### src/rtl/busctl.sv
// 8085-style bus control: strobes, ALE, AD/high-address pads and read capture.
// Optional wait-state timeout counter enabled by BUSCTL_WAITCNT_EN.
module busctl #(
    parameter int DATASIZE = 8,
    parameter int ADDRSIZE = 16,
    parameter int WAITMAX  = 15
) (
    input  logic                         clk,
    input  logic                         rst,
    input  logic [3:0]                   nstate,
    input  logic [2:0]                   stat,
    input  logic                         bimc,
    input  logic [ADDRSIZE-1:0]          addr,
    input  logic [DATASIZE-1:0]          dout,
    input  logic [DATASIZE-1:0]          ad_in,
    output logic                         ale,
    output logic                         rd_,
    output logic                         wr_,
    output logic                         inta_,
    output logic [DATASIZE-1:0]          ad_out,
    output logic                         ad_oe,
    output logic [ADDRSIZE-DATASIZE-1:0] a_hi,
    output logic                         a_oe,
    output logic [DATASIZE-1:0]          din,
    output logic                         dvalid,
    output logic                         bus_tmo
);

    localparam logic [3:0] TR = 4'b0000;
    localparam logic [3:0] T1 = 4'b0001;
    localparam logic [3:0] T2 = 4'b0010;
    localparam logic [3:0] T3 = 4'b0011;
    localparam logic [3:0] T4 = 4'b0100;
    localparam logic [3:0] T5 = 4'b0101;
    localparam logic [3:0] T6 = 4'b0110;
    localparam logic [3:0] TW = 4'b1000;

    logic [3:0] tq;
    logic [2:0] stat_q;
    logic       bimc_q;

    logic is_inta;
    logic is_rd;
    logic is_wr;
    logic cap;

    assign is_inta = (stat_q == 3'b111);
    assign is_rd   = stat_q[1] && !is_inta;
    assign is_wr   = (stat_q[1:0] == 2'b01);
    // INTA data is captured like a read (opcode from the interrupting device)
    assign cap     = (tq == T3) && stat_q[1] && !bimc_q;

    logic                         n_ale;
    logic                         n_rd;
    logic                         n_wr;
    logic                         n_inta;
    logic                         n_ad_oe;
    logic                         n_a_oe;
    logic [DATASIZE-1:0]          n_ad_out;
    logic [ADDRSIZE-DATASIZE-1:0] n_a_hi;

    always_comb begin
        n_ale    = 1'b0;
        n_rd     = 1'b1;
        n_wr     = 1'b1;
        n_inta   = 1'b1;
        n_ad_oe  = 1'b0;
        n_a_oe   = 1'b0;
        n_ad_out = ad_out;
        n_a_hi   = a_hi;
        unique case (nstate)
            T1: begin
                n_ale    = ~bimc;
                n_ad_out = addr[DATASIZE-1:0];
                n_a_hi   = addr[ADDRSIZE-1:DATASIZE];
                n_ad_oe  = 1'b1;
                n_a_oe   = 1'b1;
            end
            T2, TW, T3: begin
                n_a_oe = 1'b1;
                if (!bimc_q) begin
                    n_rd   = ~is_rd;
                    n_wr   = ~is_wr;
                    n_inta = ~is_inta;
                    if (is_wr) begin
                        n_ad_out = dout;
                        n_ad_oe  = 1'b1;
                    end
                end
            end
            T4, T5, T6: begin
                n_a_oe = 1'b1;
            end
            default: begin
                n_a_oe = 1'b0;
            end
        endcase
    end

    always_ff @(posedge clk) begin
        if (rst) begin
            tq     <= TR;
            stat_q <= 3'b000;
            bimc_q <= 1'b0;
            ale    <= 1'b0;
            rd_    <= 1'b1;
            wr_    <= 1'b1;
            inta_  <= 1'b1;
            ad_out <= '0;
            ad_oe  <= 1'b0;
            a_hi   <= '0;
            a_oe   <= 1'b0;
            din    <= '0;
            dvalid <= 1'b0;
        end else begin
            tq     <= nstate;
            if (nstate == T1) begin
                stat_q <= stat;
                bimc_q <= bimc;
            end
            ale    <= n_ale;
            rd_    <= n_rd;
            wr_    <= n_wr;
            inta_  <= n_inta;
            ad_out <= n_ad_out;
            ad_oe  <= n_ad_oe;
            a_hi   <= n_a_hi;
            a_oe   <= n_a_oe;
            dvalid <= cap;
            if (cap) begin
                din <= ad_in;
            end
        end
    end

`ifdef BUSCTL_WAITCNT_EN
    localparam logic [8:0] WMAX = 9'(WAITMAX);

    logic [7:0] wcnt;
    logic [8:0] wcnt_inc;

    assign wcnt_inc = {1'b0, wcnt} + 9'd1;

    always_ff @(posedge clk) begin
        if (rst) begin
            wcnt    <= 8'd0;
            bus_tmo <= 1'b0;
        end else begin
            if (tq != TW) begin
                wcnt <= 8'd0;
            end else if (wcnt != 8'hFF) begin
                wcnt <= wcnt_inc[7:0];
            end
            // sticky until the next machine cycle starts
            if (nstate == T1) begin
                bus_tmo <= 1'b0;
            end else if (tq == TW && wcnt_inc >= WMAX) begin
                bus_tmo <= 1'b1;
            end
        end
    end
`else
    assign bus_tmo = 1'b0;
`endif

endmodule

### config.mk
export PLATFORM = sky130hd
export DESIGN_NAME = busctl
export DESIGN_NICKNAME = d
export VERILOG_FILES = /design/src/rtl/busctl.sv
export SDC_FILE = /design/constraint.sdc
export NUM_CORES = 1
export LEC_CHECK = 0
export CAP_MARGIN = 10
export CORE_MARGIN = 2
export CORE_UTILIZATION = 40
export CTS_CLUSTER_SIZE = 14
export DETAILED_ROUTE_END_ITERATION = 10
export PLACE_DENSITY = 0.9
export SLEW_MARGIN = 5
export SYNTH_ARGS = -nofsm -noshare
export SYNTH_HDL_FRONTEND = slang
export SYNTH_SLANG_ARGS = --single-unit
### constraint.sdc
create_clock -name clk -period 2.3 [get_ports clk]
set_clock_uncertainty 0.15 [all_clocks]
set_input_delay 0.46 -clock clk [delete_from_list [all_inputs] [get_ports clk]]
set_output_delay 0.46 -clock clk [all_outputs]
set_load 0.03 [all_outputs]
==> flow_metrics.py <==
metrics = {
    "status": {
        "status": "complete, no violations",
    },
    "power": {
        "switchingPower_uw": 301,
        "pwr_density_cell_nw_per_um2": 553,
        "p_comb_share_pct": 14.4,
        "p_int_uw": 1080,
        "leakagePower_uw": 0.000970,
        "ir_drop_uv": 316,
        "p_seq_share_pct": 50.5,
        "swShare_pct": 21.9,
        "p_clk_share_pct": 35.1,
    },
    "routing": {
        "wl_per_cell_um": 12.2,
        "vias_per_cell": 4.91,
        "wl_mm": 3.68,
        "first_iter_violations": 132,
        "antenna_left": 0,
        "first_pass_iters": 4,
        "vias": 1478,
        "drc_errors": 0,
    },
    "grt": {
        "grt_pass1_vias": 1310,
        "overflow": 0,
        "track_usage_pct": 17.7,
        "antenna_found_initial": 0,
        "grt_first_pass_wirelength_mm": 5.87,
        "grt_max_degree": 47,
    },
    "timing": {
        "finalSetupViolations": 0,
        "period_share_pct": 93.4,
        "slew_violations": 0,
        "fmax_mhz": 465,
        "grt_setup_unrepaired": "false",
        "setup_tns_ns": 0,
        "min_period_ns": 2.15,
        "hold_viol_final": 0,
        "finalWorstSetupSlack_ns": 0.151,
    },
    "placed_design": {
        "port-buffer-count": 72,
        "place.gp.congestion": 0.786,
        "hpwl_mm": 2.71,
        "preCtsSetupSlack_ns": -0.144,
    },
    "cts": {
        "cts_made_buffers": 5,
        "insertion_delay_ns": 0.28,
        "htree_levels": 2,
        "clockRootBuffer": "clkbuf_8",
        "cts_tree": "done",
        "ctsHoldBuffers": 0,
        "post-cts-setup-buffer-count": 0,
        "clkSlewWorstSetupHoldPaths_ns": 0.07,
        "cts.sinks": 39,
        "cts_resized": 0,
        "clk_path_buf_depth": 2,
    },
    "floorplan": {
        "core-area_um2": 3740,
        "rows": 22,
        "die-area_um2": 4480,
        "io_pins": 74,
        "die_w_um": 66.9,
        "start_util_pct": 42.3,
        "die_y_um": 66.9,
    },
    "finish": {
        "n_antenna_cell": 0,
        "nets": 294,
        "drive_gt1_share_pct": 10.3,
        "mostFrequentLayoutCell": "clkdlybuf4s50_1",
        "most-common-layout-cells": "clkdlybuf4s50_1 (72), dfxtp_1 (39), nand2_1 (28), a21oi_1 (20), nor2b_1 (13)",
        "areaGrowthSynthToFinish_pct": 57.2,
    },
    "synth": {
        "syn_area_per_cell_um2": 8.89,
        "synth_seq_cells": 39,
        "ys_seq_area_share_pct": 49.3,
        "yosys_warnings": 0,
        "synth_area_um2": 1580,
        "postSynthCellCount": 178,
        "yosysUniqueCellTypes": 30,
        "synth_fp_nets": 220,
    },
    "critical_path": {
        "cp_max_fo": 9,
        "worstSetupPathType": "in -> reg",
        "cp-end-kind": "flip-flop",
        "worstPathRequired_ns": 2.32,
        "worstSetupStartpointType": "input port",
        "worstPathArrival_ns": 2.17,
    },
    "flow_run": {
        "drv_cap": 0,
    },
    "worst_hold_path": {
        "min_path_type": "reg -> reg",
    },
}
-- worst max-delay path, cell delays in order --
cell             delay [ns]
clkdlybuf4s50_1        0.52
or3b_1                 0.40
or2_1                  0.27
o21ai_4                0.14
mux2_2                 0.37
-- area by class of cell --
class                   instances  area, µm²
well taps                      48       60.1
flip-flops and latches         39        781
clock buffers                   8        100
multi-input cells             124        739
repair buffers                 82        808
fillers                       303       1250
-- power by group through the flow --
stage	sequential [µW]	combinational [µW]	clock, µW
global route	695	214	540
floorplan	727	68.1	0
global placement	710	195	0
detailed placement	710	198	0
finish	695	199	483
CTS	695	199	502
-- flip-flops by register name, summed over array words and instances, names as in the netlist --
| signal | flops |
|---|---|
| a_hi | 8 |
| a_oe | 1 |
| ad_oe | 1 |
| ad_out | 8 |
| ale | 1 |
| bimc_q | 1 |
| din | 8 |
| dvalid | 1 |
| inta_ | 1 |
| rd_ | 1 |
| stat_q | 3 |
| tq | 4 |
| wr_ | 1 |
-- final timing paths --
path / endpoint / from / slack (ns) / depth (start not counted)
worst min register to register: inta_$_SDFF_PP1_ / stat_q[2]$_SDFFE_PP0P_ / 0.28 / 1
worst max register to register: din[4]$_SDFFE_PP0P_ / bimc_q$_SDFFE_PP0P_ / 0.51 / 4
worst max-delay path: ad_out[5]$_SDFFE_PP0P_ / nstate[3] / 0.15 / 5
worst min-delay path: inta_$_SDFF_PP1_ / stat_q[2]$_SDFFE_PP0P_ / 0.28 / 1
-- cells by family (layout without fill, tap and decap cells) --
| logic type | Yosys count | count (layout) | share of synthesized area (%) |
|---|---|---|---|
| compound gates | 34 | 34 | 13.0 |
| mux | 16 | 16 | 10.8 |
| buf+inv | 15 | 90 | 3.95 |
| flops | 39 | 39 | 49.3 |
| simple gates | 73 | 73 | 22.7 |
| other cells | 1 | 1 | 0.237 |
-- cells in the mapped netlist --
library cell,count,area [µm²]
dfxtp_1,39,781
nand2_1,28,105
a21oi_1,20,100
nor2b_1,13,81.3
nor2_1,11,41.3
nand3_1,9,45.0
clkbuf_1,8,30.0
mux2i_1,8,80.1
o22ai_1,8,50.1
mux2_2,5,56.3
buf_1,4,15.0
mux2_1,3,33.8
buf_2,2,10.0
nand2b_1,2,12.5
nor3_1,2,10.0
nor4_1,2,12.5
a2111oi_0,1,8.76
a211oi_1,1,7.51
a21o_1,1,7.51
buf_4,1,7.51
conb_1,1,3.75
nor3b_1,1,7.51
nor3b_2,1,12.5
o21a_1,1,7.51
o21ai_2,1,8.76
o21ai_4,1,16.3
or2_1,1,6.26
or3b_1,1,8.76
or3b_2,1,8.76
or4_1,1,7.51
-- through the flow --
stage	std cells	total power [µW]	hold slack (ns)	utilization [%]	cell area, µm²
floorplan	178	795	0.239	-	1580
global placement	293	905	0.257	63.8	2390
detailed placement	293	908	0.263	63.8	2390
CTS	301	1400	0.278	66.5	2490
global route	301	1450	0.311	66.5	2490
finish	301	1380	0.279	66.5	2490
-- metal layers --
metal / vias to the layer above / GRT usage [%] / routed length [µm]
li1: 752 / - / -
met4: 0 / 7.14 / 33
met1: 646 / 21.1 / 1580
met2: 76 / 28.5 / 1710
met5: - / 0 / 0
met3: 4 / 6.59 / 347
No activity file was read; power rests on OpenSTA's default activity.
